$ cat config.mk
export PLATFORM = sky130hd
export DESIGN_NAME = cp0_intc
export DESIGN_NICKNAME = d
export VERILOG_FILES = /design/src/rtl/cp0_pkg.sv /design/src/rtl/irq_sync_edge.sv /design/src/rtl/cp0_intc.sv
export SDC_FILE = /design/constraint.sdc
export NUM_CORES = 1
export LEC_CHECK = 0
export CORE_ASPECT_RATIO = 1.25
export CORE_MARGIN = 1.5
export CORE_UTILIZATION = 50
export DETAILED_ROUTE_END_ITERATION = 7
export DONT_BUFFER_PORTS = 1
export PLACE_DENSITY_LB_ADDON = 0.2
export SLEW_MARGIN = 10
export SYNTH_ARGS = -nofsm -noshare
export SYNTH_HDL_FRONTEND = slang
export SYNTH_SLANG_ARGS = --single-unit
export TNS_END_PERCENT = 20
$ cat constraint.sdc
create_clock -name clk -period 3.5 [get_ports clk]
set_input_delay 0.35 -clock clk [delete_from_list [all_inputs] [get_ports clk]]
set_output_delay 0.35 -clock clk [all_outputs]
set_load 0.005 [all_outputs]
$ cat src/rtl/cp0_pkg.sv
// cp0_pkg: CP0 register numbers, interrupt-controller FSM state type and the
// priority encoder shared by the CP0 interrupt controller files.
package cp0_pkg;

  localparam logic [4:0] CP0_PEND = 5'h0d;
  localparam logic [4:0] CP0_EPC  = 5'h0e;
  localparam logic [4:0] CP0_DIS  = 5'h16;
  localparam logic [4:0] CP0_MASK = 5'h17;
  localparam logic [4:0] CP0_INSV = 5'h18;

  typedef enum logic [1:0] {IDLE, TAKE, SERVICE} cp0_state_t;

  // Index of the highest set bit; returns 0 for an empty vector, so callers
  // test for "any bit set" separately.
  function automatic logic [2:0] prio_enc(input logic [7:0] v);
    logic [2:0] idx;
    idx = 3'd0;
    for (int i = 0; i < 8; i++) begin
      if (v[i]) idx = 3'(i);
    end
    return idx;
  endfunction

endpackage

$ cat src/rtl/irq_sync_edge.sv
// irq_sync_edge: per-line 2-flop synchroniser plus previous-value flop; emits a
// one-cycle rise pulse for each rising edge seen on the synchronised line.
module irq_sync_edge #(
  parameter int N = 3
) (
  input  logic         clk,
  input  logic         rst_n,
  input  logic [N-1:0] irq_in,
  output logic [N-1:0] rise
);

  genvar gi;
  generate
    for (gi = 0; gi < N; gi++) begin : g_line
      logic s1_reg, s2_reg, prev_reg;

      always_ff @(posedge clk or negedge rst_n) begin
        if (!rst_n) begin
          s1_reg   <= 1'b0;
          s2_reg   <= 1'b0;
          prev_reg <= 1'b0;
        end else begin
          s1_reg   <= irq_in[gi];
          s2_reg   <= s1_reg;
          prev_reg <= s2_reg;
        end
      end

      assign rise[gi] = s2_reg & ~prev_reg;
    end
  endgenerate

endmodule

$ cat src/rtl/cp0_intc.sv
// cp0_intc: N-source prioritised, vectored CP0 interrupt controller with EPC,
// disable, mask, pending (W1C) and in-service registers. Define CP0_NEST_EN for
// nested entry with an EPC stack.
module cp0_intc
  import cp0_pkg::*;
#(
  parameter int          N_IRQ      = 3,
  parameter logic [31:0] VEC_BASE   = 32'h0000_0000,
  parameter logic [31:0] VEC_STRIDE = 32'h0000_0200
) (
  input  logic             clk,
  input  logic             rst_n,
  input  logic [N_IRQ-1:0] irq_in,
  input  logic             stall,
  input  logic [31:0]      pc_resume,
  input  logic             cp0_we,
  input  logic [4:0]       cp0_addr,
  input  logic [31:0]      cp0_wdata,
  input  logic             eret,
  output logic [31:0]      cp0_rdata,
  output logic             take_irq,
  output logic [31:0]      irq_vector,
  output logic [31:0]      epc
);

  cp0_state_t       state_reg, state_next;
  logic [N_IRQ-1:0] rise, pend_reg, mask_reg, insv_reg;
  logic [N_IRQ-1:0] elig, cand, win_onehot, pend_w1c, take_clr, insv_after_eret;
  logic             dis_reg, take_go, nest_go, eret_svc;
  logic [2:0]       win_idx;
  logic [31:0]      vec_reg, level, vec_calc;

  irq_sync_edge #(.N(N_IRQ)) u_sync (
    .clk    (clk),
    .rst_n  (rst_n),
    .irq_in (irq_in),
    .rise   (rise)
  );

  assign elig = pend_reg & mask_reg & {N_IRQ{~dis_reg}};

`ifdef CP0_NEST_EN
  logic [2:0]       top_idx;
  logic [N_IRQ-1:0] top_onehot, raw;
  assign raw     = pend_reg & mask_reg;
  assign top_idx = prio_enc(8'(insv_reg));
  // Nested entry ignores disable but must outrank the highest source in service.
  assign nest_go = (state_reg == SERVICE) && (|raw) && (prio_enc(8'(raw)) > top_idx);
  assign cand    = (state_reg == SERVICE) ? raw : elig;
  assign insv_after_eret = insv_reg & ~top_onehot;
  genvar gi;
  generate
    for (gi = 0; gi < N_IRQ; gi++) begin : g_top
      assign top_onehot[gi] = (top_idx == 3'(gi));
    end
  endgenerate
`else
  assign nest_go = 1'b0;
  assign cand    = elig;
  assign insv_after_eret = '0;
`endif

  assign win_idx  = prio_enc(8'(cand));
  assign take_go  = !stall && !eret && (((state_reg == IDLE) && (|elig)) || nest_go);
  assign eret_svc = eret && (state_reg == SERVICE);
  assign level    = 32'(N_IRQ - 1) - 32'(win_idx);
  assign vec_calc = VEC_BASE + level * VEC_STRIDE;
  assign pend_w1c = (cp0_we && cp0_addr == CP0_PEND) ? cp0_wdata[N_IRQ-1:0] : '0;
  assign take_clr = take_go ? win_onehot : '0;

  genvar wi;
  generate
    for (wi = 0; wi < N_IRQ; wi++) begin : g_win
      assign win_onehot[wi] = (win_idx == 3'(wi));
    end
  endgenerate

  always_comb begin
    state_next = state_reg;
    case (state_reg)
      IDLE:    if (take_go) state_next = TAKE;
      TAKE:    state_next = SERVICE;
      SERVICE: begin
        if (take_go) state_next = TAKE;
        else if (eret && insv_after_eret == '0) state_next = IDLE;
      end
      default: state_next = IDLE;
    endcase
  end

  always_ff @(posedge clk or negedge rst_n) begin
    if (!rst_n) begin
      state_reg <= IDLE;
      dis_reg   <= 1'b1;
      mask_reg  <= '0;
      pend_reg  <= '0;
      insv_reg  <= '0;
      vec_reg   <= '0;
    end else begin
      state_reg <= state_next;
      // New edges win over both the take clear and a W1C in the same cycle.
      pend_reg  <= (pend_reg & ~pend_w1c & ~take_clr) | rise;
      if (cp0_we && cp0_addr == CP0_MASK) mask_reg <= cp0_wdata[N_IRQ-1:0];
      if (take_go) begin
        dis_reg  <= 1'b1;
        insv_reg <= insv_reg | win_onehot;
        vec_reg  <= vec_calc;
      end else begin
        if (eret) dis_reg <= 1'b0;
        else if (cp0_we && cp0_addr == CP0_DIS) dis_reg <= cp0_wdata[0];
        if (eret_svc) insv_reg <= insv_after_eret;
      end
    end
  end

`ifdef CP0_NEST_EN
  localparam int SPW = $clog2(N_IRQ + 1);
  logic [31:0]    stack_reg [N_IRQ+1];
  logic [SPW-1:0] sp_reg, top_ptr;
  assign top_ptr = (sp_reg == '0) ? '0 : sp_reg - SPW'(1);

  always_ff @(posedge clk or negedge rst_n) begin
    if (!rst_n) begin
      sp_reg <= '0;
      for (int i = 0; i <= N_IRQ; i++) stack_reg[i] <= '0;
    end else if (take_go) begin
      stack_reg[sp_reg] <= pc_resume;
      sp_reg            <= sp_reg + SPW'(1);
    end else begin
      if (cp0_we && cp0_addr == CP0_EPC) stack_reg[top_ptr] <= cp0_wdata;
      if (eret_svc && sp_reg != '0) sp_reg <= sp_reg - SPW'(1);
    end
  end

  assign epc = stack_reg[top_ptr];
`else
  logic [31:0] epc_reg;
  always_ff @(posedge clk or negedge rst_n) begin
    if (!rst_n)                              epc_reg <= '0;
    else if (take_go)                        epc_reg <= pc_resume;
    else if (cp0_we && cp0_addr == CP0_EPC)  epc_reg <= cp0_wdata;
  end
  assign epc = epc_reg;
`endif

  always_comb begin
    cp0_rdata = '0;
    case (cp0_addr)
      CP0_EPC:  cp0_rdata = epc;
      CP0_DIS:  cp0_rdata = {31'd0, dis_reg};
      CP0_MASK: cp0_rdata = 32'(mask_reg);
      CP0_PEND: cp0_rdata = 32'(pend_reg);
      CP0_INSV: cp0_rdata = 32'(insv_reg);
      default:  cp0_rdata = '0;
    endcase
  end

  assign take_irq   = (state_reg == TAKE);
  assign irq_vector = vec_reg;

endmodule

* Word-level counts from Yosys, hierarchy flattened
Cells that the tools add are included.
** Word-level totals
- Logic and storage cells :: 76
- Output and inout port bits :: 97
- Input bits :: 77
- Register bits after elaboration :: 76
** Operators by class
- Reductions and logical operators :: 17
- Bitwise operators :: 15
- Multiplexer cells :: 16
- Eq/ne operators :: 11
- Add/sub/neg operators :: 1
** Operator list (number)
- $pmux 32 s5 :: 1
- $mux 32 :: 2
- $eq 5x5->1 const B :: 3
- $and 3x3->3 :: 4
- $mux 3 :: 4
- $eq 5x4->1 const B :: 2
- $logic_and 1x1->1 :: 8
- $mux 2 :: 4
- $not 3->3 :: 2
- $or 3x3->3 :: 2
- $pmux 2 s3 :: 1
- $mux 1 :: 4
- $not 1->1 :: 4
- $reduce_bool 2->1 :: 2
- $sub 2x3->4 const A :: 1
- $and 1x1->1 :: 3
- $eq 3x1->1 const B :: 1
- $eq 3x2->1 const B :: 1
- $logic_not 3->1 :: 1
- $ne 3x3->1 const B :: 1
- $reduce_bool 3->1 :: 1
- $reduce_or 3->1 :: 1
- $eq 2x1->1 const B :: 1
- $eq 2x2->1 const B :: 1
- other kinds (4) :: 5

* Logic depth before layout (Yosys ltp)
Gate-level depths: netlist of the first run.
- Depth in word-level cells :: 9
- Depth in mapped cells :: 6
- Mapped depth without buffers :: 3

* Modules after synthesis
From an unflattened synthesis of the first run, not the netlist that was laid out.
** Unflattened totals
- Cell total of the unflattened synthesis :: 289
- Area, all modules :: 2905.3 um^2
** Modules (own cells, without submodules)
- cp0_intc :: seq. area each 1177.4 um^2, area an instance 2638.8 um^2, instances 1, cells an instance 277
- irq_sync_edge :: seq. area each 225.2 um^2, area an instance 266.5 um^2, instances 1, cells an instance 12

* Worst setup path after synthesis of the first run
OpenSTA, ideal clock, no wires.
- Path type :: in2out
- Start :: input port cp0_addr[0]
- End :: output port cp0_rdata[0]
- Path slack :: 1736 ps
- Buffers on the path :: 3
- Required time :: 3150 ps
- Stages on the path :: 6
- Data arrival time :: 1414 ps
- Cell sequence :: clkbuf_1 -> and4b_1 -> buf_2 -> buf_1 -> a32oi_1 -> nand3_1
** Between the ends
- Longest elaborated chain between the ends :: 2
- Elaborated cells on any way between the ends :: 6
- Classes of those cells :: eq/ne (5); mux (1)
** Ends and longest elaborated chain
- start, declared :: line cp0_intc.sv:17 : input logic [4:0] cp0_addr,
- $eq 5x5->1 / $eq 5x4->1 (equally long branches) :: line cp0_intc.sv:148 : case (cp0_addr)
- $pmux 32 s5 (*) :: line cp0_intc.sv:148
- end, declared :: line cp0_intc.sv:20 : output logic [31:0] cp0_rdata,
Mark *: on every way between the ends. The rest lies on a longest branch, timed or not.

* Worst setup path in the final report of the first run
- Start :: register state_reg[1]
- End :: register vec_reg[30], in the netlist irq_vector[30]
** Between the ends
- Longest elaborated chain between the ends :: 3
** Ends and longest elaborated chain
- start, declared :: line cp0_intc.sv:26 : cp0_state_t state_reg, state_next;
- start signal, assigned :: line cp0_intc.sv:100 : state_reg <= state_next;
- $logic_not 2->1 :: line cp0_intc.sv:64 : assign take_go = !stall && !eret && (((state_reg == IDLE) && (|elig)) || nest_go);
- $logic_and 1x1->1 (2 in a row) :: line cp0_intc.sv:64
- end signal, assigned :: line cp0_intc.sv:107 : vec_reg <= vec_calc;
- end, declared :: line cp0_intc.sv:31 : logic [31:0] vec_reg, level, vec_calc;
No other way between the ends.
A chain may end at the register's enable or synchronous reset.

==> reports/metrics.cfg, run 1 <==
[synth]
synth_edf_count = 0
yosys_warnings = 0
seq_area_frac_synth_pct = 42.9
synth_ff_type = dfrtp_1
ys_async_sr_fraction_pct = 100
ys_types = 44
syn_inst = 352
syn_area_um2 = 3270
synth_area_per_cell_um2 = 9.28
synth-seq-cells = 56

[global_routing]
grt_pass1_vias = 2486
gr-usage-all-layers_pct = 24.1
antenna_found_initial = 0
grt_pass1_wl_um = 13200
met1_usage_pct = 32.5
grt_util_met3_pct = 6.79
grt_max_degree = 57
grtUsageMet2_pct = 38.0
grt_overflow = 0
busiest_layer = met2

[clock_network]
post_cts_resized = 0
clock_latency_ns = 0.30
cts_hold_buf = 2
clock-sinks = 56
clockBufferDepth = 2
root_buffer = clkbuf_8
htree_levels = 2
post-cts-setup-buffers = 0
cts_tree = done
cts_buffers = 5
clk_pin_slew_ns = 0.10

[placement]
place_ws_ns = 1.10
hpwl_um = 5650
numPortBuffers = 0
gp_congestion = 0.812

[floorplanning]
die_w_um = 75.3
initial_utilization_pct = 52.3
die_area_um2 = 7030
core_area_um2 = 6250
io_pins = 174
die_h_um = 93.4
row_count = 32

[critical_path]
path_cells = or4_4, a211o_1, and2_1
max_stage_delay_ns = 0.76
cp.arrival_ns = 2.60
critPathRequiredTime_ns = 3.70
endpoint_kind = flip-flop
crit_type = flip-flop to flip-flop
critPathLaunchType = flip-flop
cp_max_fo = 38
reg2reg_depth = 3
cp_slowest_cell = a211o_1

[detailed_routing]
wl_per_cell_um = 22.5
wirelength_um = 8830
drc = 0
ant_nets = 0
viasPerCell = 6.82
vias = 2673
drt_iter0_markers = 148
first_pass_iters = 4

[finish]
nNetsFinal = 383
n_antenna_cell = 0
final_layout_size_suffix_gt1_share_pct = 8.14
area.growth.synth_to_final_pct = -1.99
nFillCells = 604
largest_reg_flops = 32

[sta]
grt_setup_unrepaired = false
period_share_pct = 68.7
tns_ns = 0
fin_crit_ns = 2.40
max_slew_margin_pct = 19.0
final_hold_viol_count = 0
slew_violations = 0
finClkSkew_ns = 0.00896
max_freq_ghz = 0.416
fin_ws_ns = 1.10
worst_pin_slew_ns = 1.22
setup_viol = 0
hold_ws_ns = 0.0613

[pwr]
seq_power_share_pct = 55.4
switching_share_pct = 34.7
p_leak_uw = 0.00128
power_frac_comb_pct = 22.2
power_density_nw_per_um2 = 639
ir_worst_vdd_mv = 0.247
power.switching_uw = 710
p_int_uw = 1340
p_clk_share_pct = 22.4

[hold_path]
hold_class = input pin to flip-flop
whs_path_depth = 1

[run]
maxCapViolCount = 0

[run_status]
status = complete, no violations

==> Yosys cell counts (3+ instances only) <==
cell type | number | area (um^2)
nand3b_1 | 4 | 30.0
buf_4 | 29 | 218
a31oi_1 | 33 | 206
a2111oi_0 | 32 | 280
dfrtp_1 | 55 | 1380
nand3_1 | 41 | 205
clkbuf_1 | 32 | 120
mux2_2 | 4 | 45.0
nand2_1 | 3 | 11.3
o21ai_0 | 32 | 160
and3_1 | 29 | 181
buf_8 | 3 | 45.0
nand4_1 | 4 | 25.0
inv_1 | 11 | 41.3
==> power by group through the flow <==
| stage | clock [uW] | sequential [uW] | combinational, uW |
|---|---|---|---|
| floorplan | 0 | 1050 | 407 |
| finish | 457 | 1130 | 455 |
| global placement | 0 | 1150 | 425 |
| detailed placement | 0 | 1150 | 437 |
| CTS | 471 | 1130 | 459 |
| global route | 496 | 1180 | 526 |
==> per-stage QoR <==
stage / cells / power [uW] / instance area (um^2) / utilization (%)
finish: 392 / 2050 / 3200 / 51.3
global route: 392 / 2200 / 3200 / 51.3
CTS: 392 / 2060 / 3200 / 51.3
detailed placement: 382 / 1590 / 3040 / 48.6
global placement: 382 / 1570 / 3040 / 48.6
floorplan: 360 / 1460 / 3300 / -
==> critical path, delay by kind of cell, from the launching register on <==
kind,cells,cell delay [ns]
AOI/OAI and AO/OA,1,0.76
DFF,1,0.42
and+or+nand+nor,2,1.11
==> logic make-up after synthesis <==
| kind of cell | share of synthesized area [%] |
|---|---|
| flops | 42.9 |
| other cells | 0.115 |
| simple gates | 18.3 |
| compound gates | 23.1 |
| mux | 1.38 |
| buf+inv | 14.1 |
==> layout make-up <==
class                           instances  area [um^2]  area share [%]
Tap cell                               85          106            3.32
Multi-Input combinational cell        224         1440            45.1
Clock buffer                            7         96.3            3.01
Sequential cell                        56         1400            43.8
Inverter                               11         41.3            1.29
Timing Repair Buffer                    8         82.6            2.58
Clock inverter                          1         30.0           0.938
==> final timing paths <==
check | start | endpoint | slack, ns
worst min register to register | u_sync.g_line[0].s1_reg | u_sync.g_line[0].s2_reg | 0.35
worst min-delay path | eret | dis_reg | 0.06
min in group asynchronous | rst_n | epc[14] | 0.57
worst max register to register | state_reg[1] | irq_vector[30] | 1.10
max in group asynchronous | rst_n | dis_reg | 2.64
worst max-delay path | state_reg[1] | irq_vector[30] | 1.10
==> layer usage <==
layer / wire length (um) / up-vias
met1: 3520 / 1308
met2: 4390 / 140
met3: 801 / 10
li1: - / 1215
met5: 0 / -
met4: 125 / 0
==> cells in the final DEF (no fill, tap or decap), types with 6 or more instances in the layout <==
cell and n:
dfrtp_1 55, a31oi_1 33, conb_1 9, inv_1 11
o21ai_0 32, and3_1 29, clkbuf_8 7, nand3_1 41
buf_4 6, a2111oi_0 32
Power figures use the tool's default switching activity.
==> run 2, diff against run 1 <==
- clock period: 3.5 -> 2.1 ns (I/O delays scaled with it)
==> reports/metrics.cfg, run 2 (same netlist as run 1, synthesis figures left out) <==
[run_status]
status = complete, no violations

[sta]
max_freq_ghz = 0.520
fin_ws_ns = 0.177
finClkSkew_ns = 0.00614
fin_crit_ns = 1.92
worst_pin_slew_ns = 0.539
final_hold_viol_count = 0
period_share_pct = 91.6
slew_violations = 0
grt_setup_unrepaired = false
hold_ws_ns = 0.0317
setup_viol = 0
tns_ns = 0
max_slew_margin_pct = 64.0

[critical_path]
crit_type = flip-flop to flip-flop
critPathLaunchType = flip-flop
critPathRequiredTime_ns = 2.31
endpoint_kind = flip-flop
cp_max_fo = 30
cp.arrival_ns = 2.13

[finish]
final_core_util_pct = 52.5
final_common_cell = dfrtp_1
layoutNonFillerInstCount = 407
final_layout_size_suffix_gt1_share_pct = 10.2
area.growth.synth_to_final_pct = 0.345
n_antenna_cell = 0
nNetsFinal = 398
largest_reg_flops = 32
final_cell_mix = 55 x dfrtp_1, 41 x nand3_1, 33 x a31oi_1

[pwr]
p_leak_uw = 0.00132
ir_worst_vdd_mv = 0.472
power_density_nw_per_um2 = 1000

[detailed_routing]
wl_met2_um = 4500
wirelength_um = 9100
wl_per_cell_um = 22.4
ant_nets = 0
viasPerCell = 6.69
drc = 0
vias = 2724
dr.max_layer_used = met4
drt_iter0_markers = 334
m1WireLength_um = 3490
met3_length_um = 919
first_pass_iters = 4

[global_routing]
antenna_found_initial = 0
grt_pass1_wl_um = 13900
grt_pass1_vias = 2666
gr-usage-all-layers_pct = 25.7
grt_overflow = 0
grt_max_degree = 57

[clock_network]
cts_buffers = 5
clock_latency_ns = 0.31
clock-sinks = 56
cts_tree = done
htree_levels = 2
root_buffer = clkbuf_8
clockBufferDepth = 2
clk_pin_slew_ns = 0.09

[run]
maxCapViolCount = 0

[floorplanning]
die_w_um = 75.3
row_count = 32
core_area_um2 = 6250
die_h_um = 93.4
initial_utilization_pct = 52.3
io_pins = 174
die_area_um2 = 7030

[placement]
numPortBuffers = 0
hpwl_um = 6270
place_ws_ns = 0.195
place_inst = 393
gp_congestion = 0.847

[hold_path]
hold_class = input pin to flip-flop

-- run 2: changes by cell type in the layout (fill, tap and decap cells not counted) --
| cell | delta |
|---|---|
| buf_4 | +11 |
| bufinv_16 | -1 |
| clkbuf_1 | +3 |
| clkbuf_8 | -2 |
| dlygate4sd3_1 | +4 |
-- run 2: worst paths after layout --
| kind | cells past startpoint | slack [ns] | start | endpoint |
|---|---|---|---|---|
| max in group asynchronous | 2 | 1.38 | rst_n | dis_reg |
| hold reg to reg | 0 | 0.36 | u_sync.g_line[1].s1_reg | u_sync.g_line[1].s2_reg |
| setup / recovery | 4 | 0.18 | state_reg[1] | irq_vector[30] |
| min in group asynchronous | 2 | 0.45 | rst_n | epc[18] |
| setup reg to reg | 4 | 0.18 | state_reg[1] | irq_vector[30] |
| hold / removal | 2 | 0.03 | cp0_wdata[0] | dis_reg |
-- run 2: critical path: stages, from the launching register on --
cell     delay [ns]
dfrtp_1        0.41
or4_4          0.68
a211o_1        0.29
buf_4          0.24
and2_1         0.19
-- run 2: metrics by stage --
step / instance area, um^2 / power, uW
final: 3280 / 3280
after global routing: 3280 / 3530
after CTS: 3280 / 3300
after floorplan: 3300 / 2430
after global placement: 3120 / 2650
after detailed placement: 3120 / 2690
-- run 2: cell type report --
type | count | area [um^2]
Clock buffer | 8 | 80.1
Fill cell | 574 | 2970
Inverter | 11 | 41.3
Multi-Input combinational cell | 224 | 1440
Sequential cell | 56 | 1400
Tap cell | 85 | 106
Timing Repair Buffer | 23 | 205
-- run 2: routing by layer --
metal | vias to the layer above | track usage [%]
met2 | 142 | 40.6
met1 | 1321 | 32.2
met4 | 0 | 9.08
met5 | - | 0
met3 | 18 | 8.73
li1 | 1243 | -
-- run 2: repair_timing --
| action | in CTS | in global routing |
|---|---|---|
| endpoints found under the hold margin | 60 | 0 |
| endpoints found under the setup margin | 0 | 0 |
| resized for setup | 0 | 0 |
| buffers inserted | 0 | 0 |
| hold buffers | 6 | 0 |
-- run 2: where the power goes --
part           internal (uW)  switching, uW
logic                    366            464
registers               1480            395
clock network            239            341
